--- src/rtl/spi_slave_16bit_if.sv ---
// Bus bundle for the SPI mode-0 slave: pin-side SPI signals plus the local
// word-level load/receive handshake.
interface spi_slave_16bit_if #(
    parameter int DATA_W = 16
);
    logic              sclk;
    logic              cs_n;
    logic              mosi;
    logic              miso;
    logic              miso_oe;
    logic [DATA_W-1:0] tx_data;
    logic              tx_load;
    logic [DATA_W-1:0] rx_data;
    logic              rx_valid;
    logic              frame_err;
    logic              busy;

    modport slave (
        input  sclk, cs_n, mosi, tx_data, tx_load,
        output miso, miso_oe, rx_data, rx_valid, frame_err, busy
    );

    modport master (
        output sclk, cs_n, mosi, tx_data, tx_load,
        input  miso, miso_oe, rx_data, rx_valid, frame_err, busy
    );
endinterface

--- src/rtl/spi_slave_16bit.sv ---
// SPI mode-0 slave: oversamples sclk/cs_n/mosi on clk, shifts a DATA_W word out
// on miso MSB-first and captures DATA_W bits from mosi per frame.
module spi_slave_16bit #(
    parameter int DATA_W      = 16,
    parameter int SYNC_STAGES = 2
) (
    input  logic                 clk,
    input  logic                 rst,
    spi_slave_16bit_if.slave     bus
);
    localparam int CNT_W = $clog2(DATA_W) + 1;
    localparam logic [CNT_W-1:0] LAST_BIT = CNT_W'(DATA_W - 1);
    localparam logic [CNT_W-1:0] FULL_CNT = CNT_W'(DATA_W);

    typedef enum logic [1:0] {IDLE, SHIFT, DONE} state_t;

    logic [SYNC_STAGES-1:0] sclk_sync_q, sclk_sync_d;
    logic [SYNC_STAGES-1:0] cs_sync_q, cs_sync_d;
    logic [SYNC_STAGES-1:0] mosi_sync_q, mosi_sync_d;
    logic                   sclk_prev_q, sclk_prev_d;
    logic                   cs_prev_q, cs_prev_d;

    state_t                 state_q, state_d;
    logic [DATA_W-1:0]      tx_buf_q, tx_buf_d;
    logic [DATA_W-1:0]      tx_sh_q, tx_sh_d;
    // The final bit is merged straight into rx_data, so DATA_W-1 bits suffice.
    logic [DATA_W-2:0]      rx_sh_q, rx_sh_d;
    logic [CNT_W-1:0]       bit_cnt_q, bit_cnt_d;
    logic [DATA_W-1:0]      rx_data_q, rx_data_d;
    logic                   rx_valid_q, rx_valid_d;
    logic                   frame_err_q, frame_err_d;
    logic                   busy_q, busy_d;

    logic sclk_s, cs_s, mosi_s;
    logic sclk_rise, sclk_fall, cs_rise, cs_fall;

    always_comb begin
        sclk_sync_d = {sclk_sync_q[SYNC_STAGES-2:0], bus.sclk};
        cs_sync_d   = {cs_sync_q[SYNC_STAGES-2:0], bus.cs_n};
        mosi_sync_d = {mosi_sync_q[SYNC_STAGES-2:0], bus.mosi};
        sclk_s      = sclk_sync_q[SYNC_STAGES-1];
        cs_s        = cs_sync_q[SYNC_STAGES-1];
        mosi_s      = mosi_sync_q[SYNC_STAGES-1];
        sclk_prev_d = sclk_s;
        cs_prev_d   = cs_s;
        sclk_rise   = sclk_s & ~sclk_prev_q;
        sclk_fall   = ~sclk_s & sclk_prev_q;
        cs_rise     = cs_s & ~cs_prev_q;
        cs_fall     = ~cs_s & cs_prev_q;
    end

    always_ff @(posedge clk or posedge rst) begin
        if (rst) begin
            sclk_sync_q <= '0;
            cs_sync_q   <= '1;
            mosi_sync_q <= '0;
            sclk_prev_q <= 1'b0;
            cs_prev_q   <= 1'b1;
        end else begin
            sclk_sync_q <= sclk_sync_d;
            cs_sync_q   <= cs_sync_d;
            mosi_sync_q <= mosi_sync_d;
            sclk_prev_q <= sclk_prev_d;
            cs_prev_q   <= cs_prev_d;
        end
    end

    always_ff @(posedge clk or posedge rst) begin
        if (rst) state_q <= IDLE;
        else     state_q <= state_d;
    end

    // cs_n release outranks any sclk edge seen in the same cycle.
    always_comb begin
        state_d = state_q;
        case (state_q)
            IDLE:  if (cs_fall) state_d = SHIFT;
            SHIFT: begin
                if (cs_rise)                                  state_d = IDLE;
                else if (sclk_rise && bit_cnt_q == LAST_BIT)  state_d = DONE;
            end
            DONE:  if (cs_rise) state_d = IDLE;
            default: state_d = IDLE;
        endcase
    end

    always_comb begin
        tx_buf_d    = bus.tx_load ? bus.tx_data : tx_buf_q;
        tx_sh_d     = tx_sh_q;
        rx_sh_d     = rx_sh_q;
        bit_cnt_d   = bit_cnt_q;
        rx_data_d   = rx_data_q;
        rx_valid_d  = 1'b0;
        frame_err_d = 1'b0;
        busy_d      = busy_q;
        case (state_q)
            IDLE: begin
                busy_d  = 1'b0;
                tx_sh_d = '0;
                if (cs_fall) begin
                    tx_sh_d   = tx_buf_q;
                    rx_sh_d   = '0;
                    bit_cnt_d = '0;
                    busy_d    = 1'b1;
                end
            end
            SHIFT: begin
                if (cs_rise) begin
                    frame_err_d = 1'b1;
                    busy_d      = 1'b0;
                    tx_sh_d     = '0;
                end else if (sclk_rise) begin
                    rx_sh_d = {rx_sh_q[DATA_W-3:0], mosi_s};
                    if (bit_cnt_q != FULL_CNT) bit_cnt_d = bit_cnt_q + CNT_W'(1);
                    if (bit_cnt_q == LAST_BIT) begin
                        rx_data_d  = {rx_sh_q, mosi_s};
                        rx_valid_d = 1'b1;
                        tx_sh_d    = '0;
                    end
                end else if (sclk_fall) begin
                    tx_sh_d = {tx_sh_q[DATA_W-2:0], 1'b0};
                end
            end
            DONE: begin
                // Clearing the shifter holds miso low for the rest of the frame.
                tx_sh_d = '0;
                if (cs_rise) busy_d = 1'b0;
            end
            default: ;
        endcase
    end

    always_ff @(posedge clk or posedge rst) begin
        if (rst) begin
            tx_buf_q    <= '0;
            tx_sh_q     <= '0;
            rx_sh_q     <= '0;
            bit_cnt_q   <= '0;
            rx_data_q   <= '0;
            rx_valid_q  <= 1'b0;
            frame_err_q <= 1'b0;
            busy_q      <= 1'b0;
        end else begin
            tx_buf_q    <= tx_buf_d;
            tx_sh_q     <= tx_sh_d;
            rx_sh_q     <= rx_sh_d;
            bit_cnt_q   <= bit_cnt_d;
            rx_data_q   <= rx_data_d;
            rx_valid_q  <= rx_valid_d;
            frame_err_q <= frame_err_d;
            busy_q      <= busy_d;
        end
    end

    assign bus.miso_oe   = ~cs_s;
    assign bus.miso      = tx_sh_q[DATA_W-1] & ~cs_s;
    assign bus.rx_data   = rx_data_q;
    assign bus.rx_valid  = rx_valid_q;
    assign bus.frame_err = frame_err_q;
    assign bus.busy      = busy_q;
endmodule

--- src/flat_wrapper.sv ---
// flat-port wrapper written by rule: the top's interface ports become plain ports
module spi_slave_16bit_flat 
#(
    parameter int DATA_W      = 16,
    parameter int SYNC_STAGES = 2
)
  (clk, rst, bus_sclk, bus_cs_n, bus_mosi, bus_tx_data, bus_tx_load, bus_miso, bus_miso_oe, bus_rx_data, bus_rx_valid, bus_frame_err, bus_busy);
  spi_slave_16bit_if #(.DATA_W(DATA_W)) bus_i ();
  input  logic clk;
  input  logic rst;
  input wire logic [$bits(bus_i.sclk)-1:0] bus_sclk;
  input wire logic [$bits(bus_i.cs_n)-1:0] bus_cs_n;
  input wire logic [$bits(bus_i.mosi)-1:0] bus_mosi;
  input wire logic [$bits(bus_i.tx_data)-1:0] bus_tx_data;
  input wire logic [$bits(bus_i.tx_load)-1:0] bus_tx_load;
  output wire logic [$bits(bus_i.miso)-1:0] bus_miso;
  output wire logic [$bits(bus_i.miso_oe)-1:0] bus_miso_oe;
  output wire logic [$bits(bus_i.rx_data)-1:0] bus_rx_data;
  output wire logic [$bits(bus_i.rx_valid)-1:0] bus_rx_valid;
  output wire logic [$bits(bus_i.frame_err)-1:0] bus_frame_err;
  output wire logic [$bits(bus_i.busy)-1:0] bus_busy;
  assign bus_i.sclk = bus_sclk;
  assign bus_i.cs_n = bus_cs_n;
  assign bus_i.mosi = bus_mosi;
  assign bus_i.tx_data = bus_tx_data;
  assign bus_i.tx_load = bus_tx_load;
  assign bus_miso = bus_i.miso;
  assign bus_miso_oe = bus_i.miso_oe;
  assign bus_rx_data = bus_i.rx_data;
  assign bus_rx_valid = bus_i.rx_valid;
  assign bus_frame_err = bus_i.frame_err;
  assign bus_busy = bus_i.busy;
  spi_slave_16bit #(.DATA_W(DATA_W), .SYNC_STAGES(SYNC_STAGES)) u_core (.clk(clk), .rst(rst), .bus(bus_i));
endmodule
--- config.mk ---
export PLATFORM = sky130hd
export DESIGN_NAME = spi_slave_16bit_flat
export DESIGN_NICKNAME = d
export VERILOG_FILES = /design/src/rtl/spi_slave_16bit_if.sv /design/src/rtl/spi_slave_16bit.sv /design/src/flat_wrapper.sv
export SDC_FILE = /design/constraint.sdc
export NUM_CORES = 1
export LEC_CHECK = 0
export CORE_ASPECT_RATIO = 0.5
export CORE_MARGIN = 3
export CORE_UTILIZATION = 40
export CTS_CLUSTER_SIZE = 20
export DETAILED_ROUTE_END_ITERATION = 6
export GPL_TIMING_DRIVEN = 0
export SYNTH_ARGS = -nofsm -noshare
export SYNTH_HDL_FRONTEND = slang
export SYNTH_SLANG_ARGS = --single-unit
--- constraint.sdc ---
create_clock -name clk -period 3.1 [get_ports clk]
set_input_delay 0.465 -clock clk [delete_from_list [all_inputs] [get_ports clk]]
set_output_delay 0.465 -clock clk [all_outputs]
set_load 0.01 [all_outputs]
# [Word-level counts from Yosys, hierarchy flattened]
# Cells that the tools add are included.
# Widths: inputs -> output; s select.
[word_totals] reg_bits=81 in_bits=22 output_inout_bits=21
[classes] add_sub_neg=1 eq_ne=13 bitwise=10 mux=29 reduce_logical=12
[op_table] cell="$mux 16" n=5
[op_table] cell="$pmux 16 s3" n=1
[op_table] cell="$mux 15" n=3
[op_table] cell="$pmux 15 s2" n=1
[op_table] cell="$mux 5" n=4
[op_table] cell="$ne 2x1->1 const B" n=5
[op_table] cell="$pmux 5 s2" n=1
[op_table] cell="$mux 1" n=8
[op_table] cell="$mux 2" n=4
[op_table] cell="$reduce_and 4->1" n=2
[op_table] cell="$pmux 2 s3" n=1
[op_table] cell="$reduce_and 3->1" n=2
[op_table] cell="$add 5x1->5 const B" n=1
[op_table] cell="$and 1x1->1" n=5
[op_table] cell="$eq 5x4->1 const B" n=1
[op_table] cell="$ne 5x5->1 const B" n=1
[op_table] cell="$not 1->1" n=5
[op_table] cell="$reduce_and 5->1" n=1
[op_table] cell="$ne 4x1->1 const B" n=1
[op_table] cell="$ne 4x4->1 const B" n=1
[op_table] cell="$reduce_bool 2->1" n=2
[op_table] cell="$ne 3x1->1 const B" n=1
[op_table] cell="$reduce_bool 3->1" n=1
[op_table] cell="$eq 2x1->1 const B" n=1
[op_table] cell="other kinds (7)" n=7

# [Logic depth before layout (Yosys ltp)]
[logic_depth] word_depth=6 ltp_mapped=10 ltp_nobuf=7

# [Least setup slack after synthesis]
# No wires, ideal clock.
[synth_timing] path_kind="register to register" from="register u_core.bit_cnt_q[0]" to="register u_core.tx_sh_q[14]" arrival_time_ns=1.876 path_buffers=1 setup_ns=0.125 path_slack_ns=1.100 path_stages_with_launch=9 cell_sequence="dfrtp_1 ha_1 and3_1 ha_1 inv_1 a21oi_1 o21bai_2 buf_4 mux2_2"
[synth_between] elab_chain_cells=3
[synth_lines] item="start: declaration" line="spi_slave_16bit.sv:28" text="logic [CNT_W-1:0] bit_cnt_q, bit_cnt_d;"
[synth_lines] item="start signal: assignment" line="spi_slave_16bit.sv:147" text="bit_cnt_q <= bit_cnt_d;"
[synth_lines] item="$eq 5x4->1" line="spi_slave_16bit.sv:115" text="if (bit_cnt_q == LAST_BIT) begin"
[synth_lines] item="$ne 4x4->1 (no line)"
[synth_lines] item="$reduce_and 3->1 (no line)"
[synth_lines] item="end signal: assignment" line="spi_slave_16bit.sv:145" text="tx_sh_q <= tx_sh_d;"
[synth_lines] item="end: declaration" line="spi_slave_16bit.sv:25" text="logic [DATA_W-1:0] tx_sh_q, tx_sh_d;"
# Every way passes these cells.
# A chain may end at the register's enable or synchronous reset.

# [Worst setup path after layout]
[layout_timing] from="register u_core.bit_cnt_q[0]" to="register u_core.tx_sh_q[3]"
# The elaborated chain is that of the path after synthesis.

==> results.toml <==
[outcome]
status = "finished clean"

[critical_path]
critPathLaunchType = "register"
rr_startpoint = "u_core.bit_cnt_q[0]"
critical_path_class = "register to register"
critPathArrivalTime_ns = 2.45
cp_data_required_time_ns = 3.31
worstPathMaxFanout = 10
crit_path_end_kind = "register"
rr_worst_depth = 8
rrSetupSlack_ns = 0.87
r2r_end = "u_core.tx_sh_q[3]"

[route]
via_per_inst = 4.91
drt-total-wl_um = 6490
wl_per_cell_um = 14.1
drc = 0
dr.pass1.iters = 4
antenna_left = 0
dr_wl_met2_um = 2930
dr.max_layer_used = "met4"
vias = 2258
met3_length_um = 317
wirelength_met1_um = 3180
drt-initial-drc-count = 64

[clock_tree]
clock-sinks = 81
cts_tree = "done"
postCtsSetupBuffers = 0
path_clk_slew_ns = 0.06
cts-resized-gates = 0
ctsHoldBuffers = 0
clockBufferDepth = 2
h-tree-depth = 3
numCtsBuffers = 9
clock_latency_ns = 0.33
root_buffer = "clkbuf_16"

[placed_design]
gp_congestion = 0.792
preCtsSetupSlack_ns = 0.867
io_buffer_count = 41
dp_cells = 444
hpwl_um = 4490

[die]
die_w_um = 138
fp.dieH_um = 72.2
rows = 23
dieArea_mm2 = 0.0100
start_util_pct = 42.5
core_mm2 = 0.00826
io-pin-count = 43

[pwr]
powerDensity_mw_per_mm2 = 684
switchingPower_uw = 849
clkPwrFrac_pct = 34.9
swShare_pct = 28.3
p_int_mw = 2.15
leakage_nw = 1.96
pwr-share-seq_pct = 42.1
vdd.ir_drop.worst_mv = 0.294
p_comb_share_pct = 23.0
p_total_mw = 3.00

[timing]
fin_crit_sh_pct = 72.0
rsz0062_at_grt = "false"
worst_pin_slew_ns = 0.618
hold_violations = 0
setup_ws_ns = 0.869
fmax_ghz = 0.448
skew_ns = 0.00443
setup_viol_count_final = 0
slew-limit-headroom_pct = 58.7
slew_violations = 0
period_needed_ns = 2.23

[logic_synthesis]
netlist_instances = 290
yosys_most_used_dff = "dfrtp_1"
synth_area_mm2 = 0.00351
ys_ff_latch = 81
yosysUniqueCellTypes = 36
async_reset_ff_share_pct = 100
synth_warnings = 0
syn_area_per_cell_um2 = 12.1
syn-num-nets = 321
synth_edf_count = 0
yosysSeqAreaShare_pct = 57.9

[finish]
drive_gt1_share_pct = 22.1
num_antenna_cells = 0
num-fill-cells = 686
fin_cells = 460
final_core_util_pct = 53.1
area_growth_pct = 25.0
fin_nets = 374

[global_route]
track_usage_pct = 14.5
grt_pass1_wl_um = 11400
grt_pass1_vias = 2280
grt_max_degree = 56
antenna_found_initial = 0
overflow = 0

[flow_run]
drv_cap = 0

[hold_path]
hp-class = "register to register"
min_from = "u_core.mosi_sync_q[0]"
hold_path_end = "u_core.mosi_sync_q[1]"
hold_path_depth = 0
power by group through the flow:
stage / Clock (mW) / Combinational [mW] / Sequential (mW)
after floorplan: 0 / 0.519 / 1.26
after global placement: 0 / 0.669 / 1.28
after detailed placement: 0 / 0.697 / 1.28
after CTS: 1.08 / 0.701 / 1.26
after global routing: 1.14 / 0.768 / 1.28
final: 1.05 / 0.690 / 1.26
layout by cell type (no fill, tap or decap), drive strengths merged, types with 3 or more instances in the layout:
| cell type | instances |
|---|---|
| a22o | 19 |
| buf | 10 |
| clkbuf | 19 |
| clkdlybuf4s50 | 41 |
| dfrtp | 78 |
| dfstp | 3 |
| ha | 9 |
| inv | 30 |
| mux2 | 34 |
| nand2 | 26 |
| nor2 | 3 |
| o211ai | 14 |
| o21ai | 35 |
critical path, stage by stage (launching register included):
cell	delay (ns)
dfrtp_1	0.39
ha_1	0.23
and3_1	0.19
ha_1	0.21
inv_1	0.06
a21oi_1	0.07
o21bai_2	0.32
buf_4	0.27
mux2_2	0.35
worst max path at each step:
stage | depth (start not counted) | to | from | slack, ns
3_5_place_dp | 8 | u_core.tx_sh_q[14] | u_core.bit_cnt_q[0] | 0.87
2_1_floorplan | 1 | u_core.bit_cnt_q[0] | rst | 0.56
3_3_place_gp | 2 | u_core.tx_buf_q[11] | rst | -0.65
5_1_grt | 7 | u_core.bit_cnt_q[0] | u_core.state_q[1] | 0.68
4_1_cts | 8 | u_core.tx_sh_q[3] | u_core.bit_cnt_q[0] | 0.85
6_report | 8 | u_core.tx_sh_q[3] | u_core.bit_cnt_q[0] | 0.87
registers in the layout (all words and copies together) (netlist names):
| register | flops |
|---|---|
| u_core.cs_prev_q | 1 |
| u_core.sclk_prev_q | 1 |
| u_core.bus.rx_valid | 1 |
| u_core.cs_sync_q | 2 |
| u_core.sclk_sync_q | 2 |
| u_core.tx_sh_q | 16 |
| u_core.mosi_sync_q | 2 |
| u_core.bus.busy | 1 |
| u_core.bus.rx_data | 16 |
| u_core.rx_sh_q | 15 |
| u_core.tx_buf_q | 16 |
| u_core.bit_cnt_q | 5 |
| u_core.state_q | 2 |
| u_core.bus.frame_err | 1 |
layer usage:
metal / up-vias / GRT usage [%]
li1: 1124 / -
met1: 1093 / 19.0
met4: 0 / 3.94
met3: 6 / 6.12
met2: 35 / 22.4
met5: - / 0
logic make-up (layout without fill, tap and decap cells):
| logic type | after synthesis | after routing | synth area share [%] |
|---|---|---|---|
| muxes | 36 | 36 | 11.5 |
| and+or+nand+nor | 40 | 40 | 5.24 |
| DFF | 81 | 81 | 57.9 |
| adders and majority gates | 9 | 9 | 3.21 |
| buffers and inverters | 47 | 105 | 6.10 |
| AOI/OAI and AO/OA | 77 | 77 | 16.1 |
cells in the mapped netlist, drive strengths merged (2+ instances only):
cell type,number,share of area (%)
mux2i,2,0.57
dfstp,3,2.2
mux2,34,11
nand2b,2,0.43
dfrtp,78,56
o211ai,14,3.0
ha,9,3.2
clkbuf,8,0.86
inv,30,3.2
a22o,19,4.7
buf,9,2.0
nor3,2,0.29
o21ai,35,6.1
nand2,26,2.8
nor2,3,0.32
layout make-up:
cell class                      instances  area (um2)  area share (%)
Inverter                               30         115            2.62
Sequential cell                        81        2030            46.3
Multi-Input combinational cell        162        1260            28.8
Timing Repair Buffer                   42         438            9.99
Clock buffer                           11         243            5.53
Clock inverter                          5        55.1            1.26
Tap cell                              112         140            3.20
Buffer                                 17         101            2.31
metrics by stage:
step	hold WS (ns)	instance area, um2	setup TNS, ns
floorplan	0.331	3510	0
global placement	0.332	4060	-50.15
detailed placement	0.341	4090	0
CTS	0.352	4390	0
global route	0.356	4390	0
finish	0.349	4390	0
Note: power is estimated with default switching activity, not from simulation.
